`src/rtl/lb_sweep_pkg.sv`:
```
`default_nettype none
// ============================================================================
// lb_sweep_pkg : shared widths, sweep FSM states and constants for the scorer
// Revision     : 1.0  initial release
// ============================================================================
package lb_sweep_pkg;

   localparam int RES_W_DEF = 17;
   localparam int KEY_W_DEF = 32;

   typedef enum logic [1:0] {
      IDLE  = 2'd0,
      RUN   = 2'd1,
      DRAIN = 2'd2,
      DONE  = 2'd3
   } sweep_state_e;

   // Truncated to the counter width by users; all-ones marks "no failure seen".
   localparam logic [63:0] FIRST_FAIL_NONE = '1;

endpackage
`default_nettype wire

```
`src/rtl/locked_response_scorer_if.sv`:
```
`default_nettype none
// ============================================================================
// locked_response_scorer_if : sample stream carrying locked and golden responses
// Revision                  : 1.0  initial release
// ============================================================================
interface locked_response_scorer_if #(
   parameter int RES_W = lb_sweep_pkg::RES_W_DEF
);
   logic             s_valid;
   logic             s_ready;
   logic [RES_W-1:0] result;
   logic [RES_W-1:0] golden;

   modport master (output s_valid, output result, output golden, input s_ready);
   modport slave  (input s_valid, input result, input golden, output s_ready);
endinterface
`default_nettype wire

```
`src/rtl/popcount_reg.sv`:
```
`default_nettype none
// ============================================================================
// popcount_reg : registered population count and nonzero flag of a W-bit word
// Revision     : 1.0  initial release
// ============================================================================
module popcount_reg #(
   parameter int W  = 17,
   parameter int CW = $clog2(W + 1)
) (
   input  logic          clk,
   input  logic          rst,
   input  logic [W-1:0]  data_i,
   output logic [CW-1:0] cnt_o,
   output logic          nz_o
);
   logic [CW-1:0] cnt_d;
   logic [CW-1:0] cnt_q;
   logic          nz_q;

   always_comb begin
      cnt_d = '0;
      for (int i = 0; i < W; i++) begin
         cnt_d = cnt_d + CW'(data_i[i]);
      end
   end

   always_ff @(posedge clk) begin
      if (rst) begin
         cnt_q <= '0;
         nz_q  <= 1'b0;
      end else begin
         cnt_q <= cnt_d;
         nz_q  <= |data_i;
      end
   end

   assign cnt_o = cnt_q;
   assign nz_o  = nz_q;
endmodule
`default_nettype wire

```
`src/rtl/locked_response_scorer.sv`:
```
`default_nettype none
// ============================================================================
// locked_response_scorer : per-key-sweep mismatch, bit-flip and first-fail stats
// Revision               : 1.0  initial release
// ============================================================================
module locked_response_scorer
   import lb_sweep_pkg::*;
#(
   parameter int RES_W     = RES_W_DEF,
   parameter int KEY_W     = KEY_W_DEF,
   parameter int N_VECTORS = 10000,
   parameter int CNT_W     = 32
) (
   input  logic                       clk,
   input  logic                       rst,
   input  logic                       start_i,
   input  logic [KEY_W-1:0]           key_i,
   locked_response_scorer_if.slave    smp,
   output logic                       busy_o,
   output logic                       done_o,
   output logic [KEY_W-1:0]           key_o,
   output logic [CNT_W-1:0]           mismatch_cnt_o,
   output logic [CNT_W-1:0]           bitflip_cnt_o,
   output logic [CNT_W-1:0]           first_fail_idx_o,
   output logic                       first_fail_vld_o
);
   localparam int               IDX_W    = (N_VECTORS > 1) ? $clog2(N_VECTORS) : 1;
   localparam int               PC_W     = $clog2(RES_W + 1);
   localparam int               SUM_W    = ((CNT_W > PC_W) ? CNT_W : PC_W) + 1;
   localparam logic [IDX_W-1:0] LAST_IDX = IDX_W'(N_VECTORS - 1);
   localparam logic [CNT_W-1:0] CNT_MAX  = '1;

   sweep_state_e     state_q, state_d;
   logic             w_ready;
   logic             w_accept;
   logic             w_start;
   logic [IDX_W-1:0] idx_q;

   logic             s1_vld_q;
   logic [RES_W-1:0] s1_xor_q;
   logic [IDX_W-1:0] s1_idx_q;
   logic             s2_vld_q;
   logic [IDX_W-1:0] s2_idx_q;
   logic [PC_W-1:0]  s2_pc;
   logic             s2_nz;

   logic [KEY_W-1:0] key_q;
   logic [CNT_W-1:0] mis_q, bf_q, ffi_q;
   logic             ffv_q;
   logic [SUM_W-1:0] w_sum;
   logic [CNT_W-1:0] w_bf_sat;

   assign w_start  = start_i && (state_q == IDLE);
   assign w_accept = smp.s_valid && w_ready;

   always_ff @(posedge clk) begin
      if (rst) state_q <= IDLE;
      else     state_q <= state_d;
   end

   // S2 retires on the same edge that leaves DRAIN, so only S1 gates the exit.
   always_comb begin
      state_d = state_q;
      case (state_q)
         IDLE:    if (start_i) state_d = RUN;
         RUN:     if (w_accept && (idx_q == LAST_IDX)) state_d = DRAIN;
         DRAIN:   if (!s1_vld_q) state_d = DONE;
         DONE:    state_d = IDLE;
         default: state_d = IDLE;
      endcase
   end

   always_comb begin
      w_ready = 1'b0;
      busy_o  = 1'b0;
      done_o  = 1'b0;
      case (state_q)
         RUN:     begin w_ready = 1'b1; busy_o = 1'b1; end
         DRAIN:   busy_o = 1'b1;
         DONE:    done_o = 1'b1;
         default: ;
      endcase
   end

   assign smp.s_ready = w_ready;

   always_ff @(posedge clk) begin
      if (rst) begin
         idx_q    <= '0;
         s1_vld_q <= 1'b0;
         s1_xor_q <= '0;
         s1_idx_q <= '0;
         s2_vld_q <= 1'b0;
         s2_idx_q <= '0;
      end else begin
         if (w_start)       idx_q <= '0;
         else if (w_accept) idx_q <= idx_q + IDX_W'(1);
         s1_vld_q <= w_accept;
         s1_xor_q <= smp.result ^ smp.golden;
         s1_idx_q <= idx_q;
         s2_vld_q <= s1_vld_q;
         s2_idx_q <= s1_idx_q;
      end
   end

   popcount_reg #(
      .W  (RES_W),
      .CW (PC_W)
   ) u_popcount (
      .clk    (clk),
      .rst    (rst),
      .data_i (s1_xor_q),
      .cnt_o  (s2_pc),
      .nz_o   (s2_nz)
   );

   assign w_sum    = SUM_W'(bf_q) + SUM_W'(s2_pc);
   assign w_bf_sat = (w_sum > SUM_W'(CNT_MAX)) ? CNT_MAX : w_sum[CNT_W-1:0];

   always_ff @(posedge clk) begin
      if (rst) begin
         key_q <= '0;
         mis_q <= '0;
         bf_q  <= '0;
         ffi_q <= CNT_W'(FIRST_FAIL_NONE);
         ffv_q <= 1'b0;
      end else if (w_start) begin
         key_q <= key_i;
         mis_q <= '0;
         bf_q  <= '0;
         ffi_q <= CNT_W'(FIRST_FAIL_NONE);
         ffv_q <= 1'b0;
      end else if (s2_vld_q) begin
         bf_q <= w_bf_sat;
         if (s2_nz) begin
            if (mis_q != CNT_MAX) mis_q <= mis_q + CNT_W'(1);
            if (!ffv_q) begin
               ffi_q <= CNT_W'(s2_idx_q);
               ffv_q <= 1'b1;
            end
         end
      end
   end

   assign key_o            = key_q;
   assign mismatch_cnt_o   = mis_q;
   assign bitflip_cnt_o    = bf_q;
   assign first_fail_idx_o = ffi_q;
   assign first_fail_vld_o = ffv_q;
endmodule
`default_nettype wire

```
`src/flat_wrapper.sv`:
```
// flat-port wrapper written by rule: the top's interface ports become plain ports
module locked_response_scorer_flat import lb_sweep_pkg::*;
#(
   parameter int RES_W     = RES_W_DEF,
   parameter int KEY_W     = KEY_W_DEF,
   parameter int N_VECTORS = 10000,
   parameter int CNT_W     = 32
)
  (clk, rst, start_i, key_i, busy_o, done_o, key_o, mismatch_cnt_o, bitflip_cnt_o, first_fail_idx_o, first_fail_vld_o, smp_s_valid, smp_result, smp_golden, smp_s_ready);
  locked_response_scorer_if #(.RES_W(RES_W)) smp_i ();
  input  logic clk;
  input  logic rst;
  input  logic start_i;
  input  logic [KEY_W-1:0] key_i;
  output logic busy_o;
  output logic done_o;
  output logic [KEY_W-1:0] key_o;
  output logic [CNT_W-1:0] mismatch_cnt_o;
  output logic [CNT_W-1:0] bitflip_cnt_o;
  output logic [CNT_W-1:0] first_fail_idx_o;
  output logic first_fail_vld_o;
  input wire logic [$bits(smp_i.s_valid)-1:0] smp_s_valid;
  input wire logic [$bits(smp_i.result)-1:0] smp_result;
  input wire logic [$bits(smp_i.golden)-1:0] smp_golden;
  output wire logic [$bits(smp_i.s_ready)-1:0] smp_s_ready;
  assign smp_i.s_valid = smp_s_valid;
  assign smp_i.result = smp_result;
  assign smp_i.golden = smp_golden;
  assign smp_s_ready = smp_i.s_ready;
  locked_response_scorer #(.RES_W(RES_W), .KEY_W(KEY_W), .N_VECTORS(N_VECTORS), .CNT_W(CNT_W)) u_core (.clk(clk), .rst(rst), .start_i(start_i), .key_i(key_i), .smp(smp_i), .busy_o(busy_o), .done_o(done_o), .key_o(key_o), .mismatch_cnt_o(mismatch_cnt_o), .bitflip_cnt_o(bitflip_cnt_o), .first_fail_idx_o(first_fail_idx_o), .first_fail_vld_o(first_fail_vld_o));
endmodule
```
`config.mk`:
```
export PLATFORM = sky130hd
export DESIGN_NAME = locked_response_scorer_flat
export DESIGN_NICKNAME = d
export VERILOG_FILES = /design/src/rtl/lb_sweep_pkg.sv /design/src/rtl/locked_response_scorer_if.sv /design/src/rtl/popcount_reg.sv /design/src/rtl/locked_response_scorer.sv /design/src/flat_wrapper.sv
export SDC_FILE = /design/constraint.sdc
export NUM_CORES = 1
export LEC_CHECK = 0
export ABC_CLOCK_PERIOD_IN_PS = 4410
export CORE_MARGIN = 3
export CORE_UTILIZATION = 50
export DETAILED_ROUTE_END_ITERATION = 10
export MAX_ROUTING_LAYER = met4
export PLACE_DENSITY = 0.77
export SKIP_LAST_GASP = 1
export SLEW_MARGIN = 0
export SYNTH_ARGS = -nofsm -noshare
export SYNTH_HDL_FRONTEND = slang
export SYNTH_SLANG_ARGS = --single-unit
```
`constraint.sdc`:
```
create_clock -name clk -period 4.41 [get_ports clk]
set_input_delay 1.1025 -clock clk [delete_from_list [all_inputs] [get_ports clk]]
set_output_delay 1.1025 -clock clk [all_outputs]
set_load 0.01 [all_outputs]
```
-- Word level (Yosys, flattened, before mapping)
Cells that the tools add are included.
- flip-flop bits (word level): 198
- input bits: 70
- output and inout bits: 132
- word-level logic and storage cells: 63
- add/subtract/negate cells: 19
- order comparisons: 1
- equality and inequality tests: 8
- muxes and demuxes: 8
- bitwise gates (word level): 2
- reduce and logical (&&, ||, !) cells: 11
- operators with widths (operator ; count):
    $add 5x1->5 ; 12
    $add 32x5->33 ; 1
    $gt 33x32->1 const B ; 1
    $add 32x1->32 const B ; 1
    $mux 32 ; 1
    $ne 32x32->1 const B ; 1
    $reduce_or 17->1 ; 1
    $xor 17x17->17 ; 1
    $add 14x1->14 const B ; 1
    $eq 14x14->1 const B ; 1
    $reduce_and 3->1 ; 3
    $pmux 2 s4 ; 1
    $mux 2 ; 3
    $add 4x1->5 ; 1
    $add 3x1->4 ; 1
    $eq 2x2->1 const B ; 2
    $ne 2x2->1 const B ; 2
    $reduce_or 2->1 ; 2
    $add 2x1->3 ; 1
    $logic_and 1x1->1 ; 3
    $mux 1 ; 3
    $add 1x1->2 ; 1
    $eq 2x1->1 const B ; 1
    $logic_not 2->1 ; 1
    other kinds (3) ; 3

-- Longest topological paths before layout
Gate-level depths: netlist of run 1.
- word-level depth: 16
- gate-level depth with buffers: 13
- depth with buffers taken out: 13

-- By module
A second synthesis of run 1 with hierarchy kept.
- cell total of the unflattened synthesis: 926
- area, all modules: 7963.9 sq um
- by module, submodules not included (module ; times used ; cells each ; area each (sq um) ; sequential area each (sq um)):
    locked_response_scorer ; 1 ; 868 ; 7380.8 ; 3503.4
    popcount_reg ; 1 ; 58 ; 583.1 ; 120.1

-- Least setup slack after synthesis of run 1
OpenSTA, ideal clock, no wires.
- kind: register -> register
- from: register u_core.s1_xor_q[11]
- to: register u_core.u_popcount.cnt_q[1] (netlist: u_core.u_popcount.cnt_o[1])
- setup time: 128 ps
- arrival time: 3287 ps
- required time: 4282 ps
- path slack: 996 ps
- cell stages (with the launch flop): 12
- buffers on the path: 0
- clock period less this slack: 3414 ps
- cell sequence: dfxtp_1 > fa_1 > inv_1 > fa_1 > inv_1 > fa_1 > inv_1 > fa_1 > fa_1 > inv_1 > fa_1 > nor2b_1
- cells in the longest elaborated chain, start to end: 6
- RTL lines (item ; RTL line ; text):
    start, declared ; locked_response_scorer.sv:40 ; logic [RES_W-1:0] s1_xor_q;
    start signal, assigned ; locked_response_scorer.sv:99 ; s1_xor_q <= smp.result ^ smp.golden;
    $add 5x1->5 (6 in series) ; popcount_reg.sv:23 ; cnt_d = cnt_d + CW'(data_i[i]);
    via u_core.u_popcount.cnt_d[1] ; popcount_reg.sv:16 ; logic [CW-1:0] cnt_d;
    end signal, assigned ; popcount_reg.sv:32 ; cnt_q <= cnt_d;
    end, declared ; popcount_reg.sv:17 ; logic [CW-1:0] cnt_q;
The timed path passes the listed nets, and every way through them passes these cells.
A chain may end at the register's enable or synchronous reset.

-- Final worst setup path of run 1
Ends and elaborated chain as after synthesis.

==> results of run 1 <==
==> routing by layer <==
layer | global-route usage (%) | share of wire (%) | vias up
li1 | - | - | 3659
met1 | 29.6 | 43 | 3386
met2 | 37.5 | 46 | 299
met3 | 7.33 | 9.3 | 23
met4 | 6.23 | 1.4 | 0
met5 | - | 0 | -
==> worst reg2reg max path: stages, from the launching register on <==
cell	delay, ps
dfxtp_1	330
fa_1	550
inv_1	60
fa_1	480
inv_1	50
fa_1	480
inv_1	50
fa_1	450
fa_1	370
inv_1	100
fa_1	400
nor2b_1	130
==> registers in the layout (all words and copies together) (netlist names), 5 cells and up <==
register,flops
u_core.bitflip_cnt_o,32
u_core.first_fail_idx_o,15
u_core.idx_q,14
u_core.key_o,32
u_core.mismatch_cnt_o,32
u_core.s1_idx_q,14
u_core.s1_xor_q,17
u_core.s2_idx_q,14
u_core.u_popcount.cnt_o,5
==> layout by cell type (no fill, tap or decap), types with 12 or more instances in the layout <==
cell,count
and3_1,16
clkdlybuf4s50_1,200
fa_1,12
and4_1,13
or3_1,17
dfxtp_1,181
nand3_1,41
nand2_1,129
a21oi_1,68
nor2_1,66
nor3_1,23
o21ai_0,39
ha_1,17
a31oi_1,15
xnor2_1,27
nand4_1,23
nor2b_1,31
inv_1,37
nor4_1,14
clkbuf_16,17
==> how the worst min path moves through the flow <==
stage                                             end  slack [ps]  cells after the start
after floorplan                    u_core.s2_idx_q[0]         410                      1
after global placement             u_core.s2_idx_q[1]         420                      1
after detailed placement           u_core.s2_idx_q[4]         420                      1
after CTS                 u_core.first_fail_idx_o[12]         440                      2
after global routing               u_core.s2_idx_q[7]         460                      1
final                              u_core.s2_idx_q[4]         440                      1
==> logic make-up after synthesis <==
group                      after synthesis  synth area share [%]
and+or+nand+nor                        412                  26.0
DFF                                    181                  44.5
AOI/OAI and AO/OA                      180                  13.7
buffers and inverters                  100                  5.52
xor gates and xnor gates                38                  4.09
adders and majority gates               29                  5.57
muxes                                    4                 0.492
==> area by class of cell <==
class / count / area [um2]
Clock inverter: 11 / 116
Fill cell: 1280 / 4780
Inverter: 38 / 143
Tap cell: 211 / 264
Multi-Input combinational cell: 663 / 4080
Timing Repair Buffer: 210 / 2070
Clock buffer: 21 / 460
Sequential cell: 181 / 3620
==> through the flow <==
| stage | utilization (%) | cells | area, um2 |
|---|---|---|---|
| after floorplan | - | 944 | 8130 |
| after global placement | 65.5 | 1303 | 10200 |
| after detailed placement | 65.5 | 1303 | 10200 |
| after CTS | 69.2 | 1335 | 10800 |
| after global routing | 69.2 | 1335 | 10800 |
| final | 69.2 | 1335 | 10800 |
==> power groups by stage <==
stage                     Clock [mW]  Sequential (mW)  Combinational, mW
after floorplan                    0             1.85              0.506
after global placement             0             1.83              0.867
after detailed placement           0             1.83              0.890
after CTS                       1.49             1.80              0.907
after global routing            1.57             1.81               1.01
final                           1.47             1.80              0.898
==> summary by stage, run 1 <==
Status
The run finished with clean final reports.

STA
Hold is met by 435 ps. Setup repair after global routing left no endpoint under its margin. Dividing the final minimum period by the clock period gives 81.5%. For the pin with the worst max-slew slack, the measured transition is 1060 ps. After routing, the total negative slack on setup checks comes to 0 ps.

The highest clock rate is 278 MHz. The clock tree skew after final layout is 7.33 ps. The number of pins with negative max-slew slack in the final report is 0.

The total of endpoints with negative setup slack in the final report is 0. The time the worst path needs with I/O delays and setup is 3590 ps. The relative slew slack is 28.9%. The worst setup margin is 818 ps. The count of final hold-check violations is 0.

Clock tree
TritonCTS built the clock tree. The depth of the CTS H-tree is 4. The clock sink count is 181. The number of CTS-inserted buffers is 17. The root buffer cell is clkbuf_16. The buffer levels on the longest clock path is 2. At the later pin of the worst-skew pair, clock insertion delay measures 420 ps. The hold buffer count at cts is 0.

The number of setup buffers added after CTS is 0. The total of cells resized after clock tree synthesis is 0. The clock-pin slew of the registers on the worst-case setup and hold paths is 70 ps.

Logic synthesis
Of all cell types, the one taking the most synthesized area is dfxtp_1. The part of the Yosys area used for sequential elements is 44.5%. The post-synthesis instance area is 8130 um2.

The number of synthesized flops with an enable pin is 0. When the netlist entered floorplanning its net count stood at 1043. Summed over its instances, the top area cell type makes up 44.5% of the synthesized netlist area. After synthesis, the netlist uses 59 different library cells. Synthesis produced a netlist whose cell count is 944.

The fraction of registers with async set/reset is 0%. The register bit total from synthesis is 181. Sorting the synthesized cells by area gives the leading types as dfxtp_1, nand2_1, a21oi_1, nor2_1, fa_1. The most instantiated flip-flop cell in the synthesis netlist is dfxtp_1. By count the netlist is led by dfxtp_1, nand2_1, a21oi_1.

Yosys instantiated no cell more often than dfxtp_1. The post-synthesis average cell area is 8.62 um2. The number of warnings printed during yosys synthesis is 0.

Route
The routed layout has 7367 vias. The average wire per standard cell is 15.2 um. For this run, design rule violations remaining after detail routing come to 0. The final wirelength is 20400 um. The vias per cell is 5.52. The iteration-0 DRC count of the detailed router is 556. The detail route stage leaves a number of antenna-violating nets equal to 0.

The first detailed-routing pass ran for 5 iterations.

Setup path
Data on the critical path is required at its endpoint by 4690 ps. The largest single stage delay on the critical path is 550 ps. The source of the worst register-to-register timing path is u_core.s1_xor_q[11]. The timing startpoint of the critical path is u_core.s1_xor_q[11].

Measured in cells, the most critical reg-to-reg path has a length of 11. Traced cell by cell, the critical path runs through fa_1, inv_1, fa_1, inv_1, fa_1, inv_1, fa_1, fa_1, inv_1, fa_1, nor2b_1. The critical setup path kind is flip-flop to flip-flop.

The destination of the worst register-to-register timing path is u_core.u_popcount.cnt_o[1]. The signal arrival time at the worst endpoint is 3870 ps. The end point of the critical path is u_core.u_popcount.cnt_o[1]. The largest individual stage delay along the critical path comes from the cell fa_1. The total number of cells along the worst setup path is 11. The number of buffers and inverters on the critical path is 4. On the critical path the largest part of the delay comes from adder cells. The sort of element at the start of the critical path is a flip-flop. Of all nets on the critical path, the largest fanout is 2.

The setup check on the worst reg-to-reg path leaves a slack of 820 ps. The element type at the critical path end is a flip-flop. In this design, the critical path's most frequently occurring cell is fa_1.

Worst hold path
The tightest min-delay check is of the flip-flop to flip-flop type. The critical hold path startpoint is u_core.s1_idx_q[4].

Layout
From synthesis to final layout, the design area changed by 32.3%. The count of nets after finishing is 1210. The number of antenna cells inserted is 0. The fraction of final layout cells sized beyond drive strength 1 is 4.80%.

Power
The analysis attributes to net switching a power of 1.20 mW. Power spread over the standard cell area amounts to 387 nW/um2. The power consumption is 4.16 mW.

The relative contribution of combinational cells to total power is 21.6%. In this run the static leakage power is 3.91 nW. The clock network fraction of design power is 35.3%. The largest voltage drop on the vdd net is 307 uV. The internal cell power is 2.97 mW.

The switching power as a share of total power is 28.7%. The sequential share of power is 43.2%.

Placement
The placement-stage worst setup slack is 831 ps. The number of port buffers is 201. After legalization and detailed placement, the total HPWL measured 14500 um. The last weighted congestion value of the routability-driven placer is 0.919.

GRT
The initial antenna violation count is 0. The first global-routing pass estimated 33900 um of wire. Entering global routing, the biggest net connects 92 pins. After global routing the overflow that remains totals 0. The total global-route track usage is 23.7%. The via count of the first global-routing pass is 7041.

Floorplanning
The die area is 17800 um2. The row count is 45. The die span in x is 134 um.

The I/O pin total is 202. The die is 134 um tall. The placeable core area is 15500 um2.

The initial utilization of the core area, before any placement, comes to 52.3%.

Run
The max capacitance violation total is 0.
Power figures use the tool's default switching activity.
==> run 2: changes to the inputs <==
- ABC_CLOCK_PERIOD_IN_PS: 4410 -> 3500
- clock period: 4.41 -> 3.5 ns (I/O delays scaled with it)
==> run 2 against run 1 <==
The flow now finishes with violations (setup timing). Register-to-register slack got worse by 890 ps. Power rose by 30%. Non-clock buffer count up 3. Fmax increased by 0.66%. Sequential share of layout area is 0.19 points lower. Critical path depth is the same. Setup slack worse by 890 ps. Core utilization rose by 0.41 points. Clock-buffer cell count down 4. Cell count up 0.22%. Die area did not move. Clock power is 33% higher. Largest cell class unchanged.
==> summary by stage, run 2 (same netlist as run 1, synthesis figures left out) <==
Status
Status: finished with violations (was finished, final reports clean). The checks that failed: setup timing.

STA
The time the worst path needs with I/O delays and setup is 3570 ps (was 3590 ps). The total negative slack for setup checks was -68.8 ps (was 0 ps). The count of final hold-check violations is 0 (unchanged). The worst setup margin came to -68.8 ps (was 818 ps). The highest clock rate came to 280 MHz (was 278 MHz). The slew of the pin with the lowest slew margin is 991 ps (was 1060 ps).

The share of the cycle needed by the critical path after routing is 102% (was 81.5%). Unrepaired setup endpoints after global routing: true (was false). The relative slew slack was 33.3% (was 28.9%). The clock tree skew after final layout is 9.05 ps (was 7.33 ps). The number of pins with negative max-slew slack in the final report is 0 (unchanged).

The total of endpoints with negative setup slack in the final report is 1 (was 0).

Clock tree
The hold buffer count at cts is 0 (unchanged). The clock sink count is 181 (unchanged). The TritonCTS clock tree is built (unchanged). The number of CTS-inserted buffers is 17 (unchanged). The buffer levels on the longest clock path was 2 (unchanged).

The clock-pin slew of the registers on the worst-case setup and hold paths was 70 ps (about the same). The worst-skew pair later-pin latency came to 430 ps (was 420 ps). The depth of the CTS H-tree is 4 (unchanged). The root buffer cell was clkbuf_16 (unchanged).

Power
The power per standard cell area is 499 nW/um2 (was 387 nW/um2). The largest voltage drop on the vdd net was 425 uV (was 307 uV). The reported leakage power is 3.95 nW (was 3.91 nW).

Route
The final wirelength is 20600 um (was 20400 um). The count of antenna-violating nets left after detailed routing is 0 (unchanged). The via count is 7313 (was 7367).

The residual DRC count is 0 (unchanged). The average wire per standard cell is 15.4 um (was 15.2 um). The iteration-0 DRC count of the detailed router is 524 (was 556). The vias per cell is 5.47 (was 5.52). The number of optimization iterations in the first detailed-route pass is 7 (was 5).

Setup path
The biggest fanout along the worst timing path is 2 (unchanged). The signal arrival time at the worst endpoint is 3850 ps (was 3870 ps). The critical setup path kind was flip-flop to flip-flop (unchanged). The combined buffer and inverter count along the critical path is 4 (unchanged).

The slowest cell on the critical path is fa_1 (unchanged). The worst endpoint required time is 3780 ps (was 4690 ps). The sort of element at the start of the critical path is a flip-flop (unchanged). CP Cell Sequence: fa_1, inv_2, fa_1, inv_1, fa_1, inv_1, fa_1, fa_2, inv_2, fa_2, nor2b_1 (was fa_1, inv_1, fa_1, inv_1, fa_1, inv_1, fa_1, fa_1, inv_1, fa_1, nor2b_1). The element type at the critical path end was a flip-flop (unchanged). The stage delay of the slowest cell on the critical path came to 540 ps (was 550 ps). The cell repeated most along the worst path was fa_1 (unchanged).

The family of cells with the greatest summed delay on the critical path is adder cells (unchanged).

Floorplanning
The die boundary height is 134 um (unchanged). The die span in x is 134 um (unchanged). The die area came to 17800 um2 (unchanged).

The placeable core area is 15500 um2 (unchanged). The I/O pin total was 202 (unchanged). The row count is 45 (unchanged). The initial core utilization is 52.3% (unchanged).

Placement
The HPWL reported at the end of detailed placement is 14700 um (was 14500 um). The number of port buffers is 201 (unchanged). The last weighted congestion value of the routability-driven placer is 0.907 (was 0.919). The placement-stage worst setup slack was -100 ps (was 831 ps).

GRT
The global-route wire length before repair is 33900 um (about the same). The initial antenna violation count came to 0 (unchanged). The total global-route track usage came to 23.7% (about the same). The via count of the first global-routing pass is 6984 (was 7041). The residual overflow from global routing came to 0 (unchanged).

The maximum number of pins on one net before global-route repair is 91 (was 92).

Layout
Highest-count cells in the layout ignoring fill and taps: clkdlybuf4s50_1, dfxtp_1, nand2_1 (unchanged). The final cell utilization of the core came to 69.7% (was 69.2%). The count of nets after finishing is 1213 (was 1210). The fraction of final layout cells sized beyond drive strength 1 is 5.94% (was 4.80%). The register area is 3620 um2 (about the same).

The area of the multi-input gates is 4090 um2 (was 4080 um2). The number of antenna cells inserted is 0 (unchanged). The commonest non-fill, non-tap cell in the layout is clkdlybuf4s50_1 (unchanged). The number of inserted filler cells in the final layout came to 1267 (was 1280). The area growth from synthesis to final layout was 33.1% (was 32.3%).

Run
The max capacitance violation total was 0 (unchanged).

Worst hold path
The class of the tightest hold or removal check was flip-flop to flip-flop (unchanged).
[run 2: changes by cell type in the layout (fill, tap and decap cells not counted), moves of 3 or more]
| cell | change |
|---|---|
| inv_6 | +3 |
| fa_2 | +3 |
| buf_4 | +3 |
| clkinv_4 | -5 |
| fa_1 | -3 |
| inv_8 | +4 |
[run 2: worst register-to-register path, cell delays in order, from the launching register on]
cell and delay, ps:
dfxtp_2 330, fa_1 540, inv_2 40, fa_1 480, inv_1 50, fa_1 470
inv_1 50, fa_1 480, fa_2 350, inv_2 70, fa_2 420, nor2b_1 140
[run 2: final timing paths]
path,end,start,slack [ps],cells after the start
worst max-delay path,u_core.u_popcount.cnt_o[1],u_core.s1_xor_q[11],-70,11
worst min-delay path,u_core.s2_idx_q[2],u_core.s1_idx_q[2],440,1
worst max register to register,u_core.u_popcount.cnt_o[1],u_core.s1_xor_q[11],-70,11
worst min register to register,u_core.s2_idx_q[2],u_core.s1_idx_q[2],440,1
[run 2: through the flow]
step	cells	total power [mW]	instance area, um2	hold slack [ps]
after floorplan	944	2.97	8130	414
after global placement	1306	3.40	10200	417
after detailed placement	1306	3.46	10200	425
after CTS	1338	5.43	10800	439
after global routing	1338	5.68	10800	460
final	1338	5.41	10800	437
[run 2: metal layers]
| layer | global-route usage, % | share of wire (%) |
|---|---|---|
| met1 | 30.3 | 44 |
| met2 | 36.8 | 47 |
| met3 | 7.21 | 8.0 |
| met4 | 6.69 | 1.5 |
| met5 | - | 0 |
[run 2: what timing repair did]
action / 4_1_cts / 5_1_grt
setup endpoints to repair: 3 / 4
pin swaps: 2 / 3
buffers inserted: 0 / 0
resized for setup: 2 / 6
hold endpoints to repair: 0 / 0
[run 2: power by group]
part | total, mW | internal, mW | switching (mW) | leakage [nW]
Clock | 1.96 | 1.09 | 0.878 | 0.301
Sequential | 2.26 | 2.19 | 0.0746 | 1.47
Combinational | 1.18 | 0.538 | 0.641 | 2.17
[run 2: final cells by class]
class | count | area share (%)
Multi-Input combinational cell | 663 | 37.8
Sequential cell | 181 | 33.5
Timing Repair Buffer | 213 | 19.4
Clock buffer | 17 | 3.93
Tap cell | 211 | 2.44
Clock inverter | 15 | 1.63
Inverter | 38 | 1.32
==> run 3: changes to the inputs <==
- CTS_BUF_LIST: unset -> sky130_fd_sc_hd__clkbuf_4 sky130_fd_sc_hd__clkbuf_8
- PLACE_DENSITY: 0.77 -> 0.92
==> run 3 against run 2 <==
Die area unchanged. Critical endpoint unchanged. Flip-flop and latch count did not move. Clock skew is 4.5 ps higher. Setup slack improved by 28 ps. Clock-buffer cell count stayed put. Register-to-register slack gained 30 ps. Worst hold slack better by 3.5 ps. The run still ends with setup timing left. Sequential share of layout area is 0.56 points higher. Fmax is 0.78% higher. Combinational power is essentially flat. Critical path depth stayed put.
==> summary by stage, run 3 (same netlist as run 1, synthesis figures left out) <==
STA
Unrepaired setup endpoints after global routing: true (unchanged). The share of the cycle needed by the critical path after routing is 101% (was 102%). The worst setup margin is -41.1 ps (was -68.8 ps). The worst hold slack is 440 ps (was 437 ps).

The clock tree skew after final layout came to 13.6 ps (was 9.05 ps). The highest clock rate is 282 MHz (was 280 MHz). The total negative slack for setup checks is -41.1 ps (was -68.8 ps).

The relative slew slack is 26.3% (was 33.3%). The time the worst path needs with I/O delays and setup is 3540 ps (was 3570 ps). The slew of the pin with the lowest slew margin is 1100 ps (was 991 ps). The number of pins with negative max-slew slack in the final report is 0 (unchanged).

The count of final hold-check violations is 0 (unchanged). The total of endpoints with negative setup slack in the final report was 1 (unchanged).

Power
The switching power as a share of total power is 30.1% (was 29.5%). The switching power was 1.48 mW (was 1.59 mW). The largest voltage drop on the vdd net was 343 uV (was 425 uV). The reported leakage power is 3.86 nW (was 3.95 nW). The clock network fraction of design power was 30.1% (was 36.3%). The power per standard cell area is 461 nW/um2 (was 499 nW/um2).

The internal cell power is 3.43 mW (was 3.81 mW). The sequential share of power is 46.1% (was 41.9%). The relative contribution of combinational cells to total power is 23.8% (was 21.8%). The power consumption is 4.91 mW (was 5.41 mW).

Floorplanning
The die area is 17800 um2 (unchanged). The I/O pin total is 202 (unchanged). The row count came to 45 (unchanged). The die span in x is 134 um (unchanged). The die boundary height is 134 um (unchanged).

The initial core utilization is 52.3% (unchanged). The placeable core area is 15500 um2 (unchanged).

Route
The iteration-0 DRC count of the detailed router is 593 (was 524). The count of antenna-violating nets left after detailed routing came to 0 (unchanged). The average wire per standard cell is 15.7 um (was 15.4 um). The via count is 7558 (was 7313). The number of optimization iterations in the first detailed-route pass is 5 (was 7). The final wirelength was 21000 um (was 20600 um). The vias per cell is 5.64 (was 5.47). The residual DRC count is 0 (unchanged).

Setup path
The cell repeated most along the worst path is fa_1 (unchanged). The stage delay of the slowest cell on the critical path is 530 ps (was 540 ps). The biggest fanout along the worst timing path is 2 (unchanged). The slowest cell on the critical path is fa_1 (unchanged).

The worst endpoint required time is 3830 ps (was 3780 ps). The signal arrival time at the worst endpoint is 3870 ps (was 3850 ps). The sort of element at the start of the critical path is a flip-flop (unchanged). CP Cell Sequence: fa_1, inv_1, fa_1, inv_1, fa_1, inv_1, fa_1, fa_2, inv_2, fa_1, nor2b_1 (was fa_1, inv_2, fa_1, inv_1, fa_1, inv_1, fa_1, fa_2, inv_2, fa_2, nor2b_1). The critical setup path kind is flip-flop to flip-flop (unchanged). The cell depth of the worst flop-to-flop path is 11 (unchanged). The element type at the critical path end is a flip-flop (unchanged).

Clock tree
The clock sink count came to 181 (unchanged). The number of CTS-inserted buffers is 17 (unchanged). The root buffer cell is clkbuf_8 (was clkbuf_16). The worst-skew pair later-pin latency is 460 ps (was 430 ps). The depth of the CTS H-tree is 4 (unchanged). The hold buffer count at cts is 0 (unchanged). The TritonCTS clock tree is built (unchanged).

The buffer levels on the longest clock path came to 2 (unchanged). The clock-pin slew of the registers on the worst-case setup and hold paths is 100 ps (was 70 ps).

Layout
The commonest non-fill, non-tap cell in the layout is clkdlybuf4s50_1 (unchanged). The fraction of final layout cells sized beyond drive strength 1 is 5.76% (was 5.94%). The area growth from synthesis to final layout is 30.9% (was 33.1%). Highest-count cells in the layout ignoring fill and taps: clkdlybuf4s50_1, dfxtp_1, nand2_1 (unchanged). The number of antenna cells inserted is 0 (unchanged). The number of inserted filler cells in the final layout is 1216 (was 1267). The count of nets after finishing is 1215 (was 1213).

Placement
The number of port buffers is 201 (unchanged). The HPWL reported at the end of detailed placement came to 15300 um (was 14700 um). The last weighted congestion value of the routability-driven placer is 0.960 (was 0.907).

Status
Failing checks: setup timing (unchanged). Status: finished with violations (unchanged).

Worst hold path
The class of the tightest hold or removal check is flip-flop to flip-flop (unchanged). The cell depth of the worst min-delay path is 1 (unchanged).

GRT
The initial antenna violation count is 0 (unchanged). The global-route wire length before repair is 34400 um (was 33900 um). The total global-route track usage is 24.1% (was 23.7%). The residual overflow from global routing is 0 (unchanged). The via count of the first global-routing pass is 7269 (was 6984). The maximum number of pins on one net before global-route repair is 91 (unchanged).

Run
The max capacitance violation total came to 0 (unchanged).
==> run 3: through the flow <==
step	std cells	cell area (um2)	setup slack, ps	util, %
final	1339	10600	-41.1	68.5
after global placement	1308	10200	14.5	65.8
after CTS	1339	10600	-56.4	68.5
after floorplan	944	8130	85.5	-
after global routing	1339	10600	-139	68.5
after detailed placement	1308	10200	-105	65.8
==> run 3: layout make-up <==
class                      count  area, um2  share of cell area, %
clock buffer                  17        234                   2.20
clock inverter                14        179                   1.68
tap                          211        264                   2.48
multi-input combinational    663       4090                   38.4
timing repair buffer         215       2110                   19.8
inverter                      38        143                   1.34
sequential                   181       3620                   34.1
==> run 3: layer usage <==
layer  track usage (%)  part of all wire (%)  vias up
met5                 -                     0        -
met1              28.5                    41     3526
met3              6.34                   8.4       43
li1                  -                     -     3660
met2              39.5                    49      329
met4              9.31                   2.3        0
==> run 3: final timing paths <==
kind | start | to | slack (ps)
min reg2reg | u_core.s1_idx_q[6] | u_core.s2_idx_q[6] | 440
min | u_core.s1_idx_q[6] | u_core.s2_idx_q[6] | 440
max reg2reg | u_core.s1_xor_q[11] | u_core.u_popcount.cnt_o[1] | -40
max | u_core.s1_xor_q[11] | u_core.u_popcount.cnt_o[1] | -40
==> run 3: worst max-delay path, delay by kind of cell, from the launching register on <==
kind | cells | cell delay [ps]
DFF | 1 | 340
and+or+nand+nor | 1 | 130
adders and majority gates | 6 | 2700
buffers and inverters | 4 | 240
==> run 3: timing repair <==
item / CTS / global route
pin swaps: 0 / 1
setup endpoints to repair: 1 / 4
resized for setup: 3 / 2
buffers inserted: 0 / 0
==> run 3: power by group through the flow <==
stage	clock network [mW]	logic [mW]	registers, mW
2_1_floorplan	0	0.637	2.33
6_report	1.48	1.17	2.26
4_1_cts	1.51	1.16	2.26
3_3_place_gp	0	1.10	2.30
5_1_grt	1.59	1.30	2.28
3_5_place_dp	0	1.15	2.31
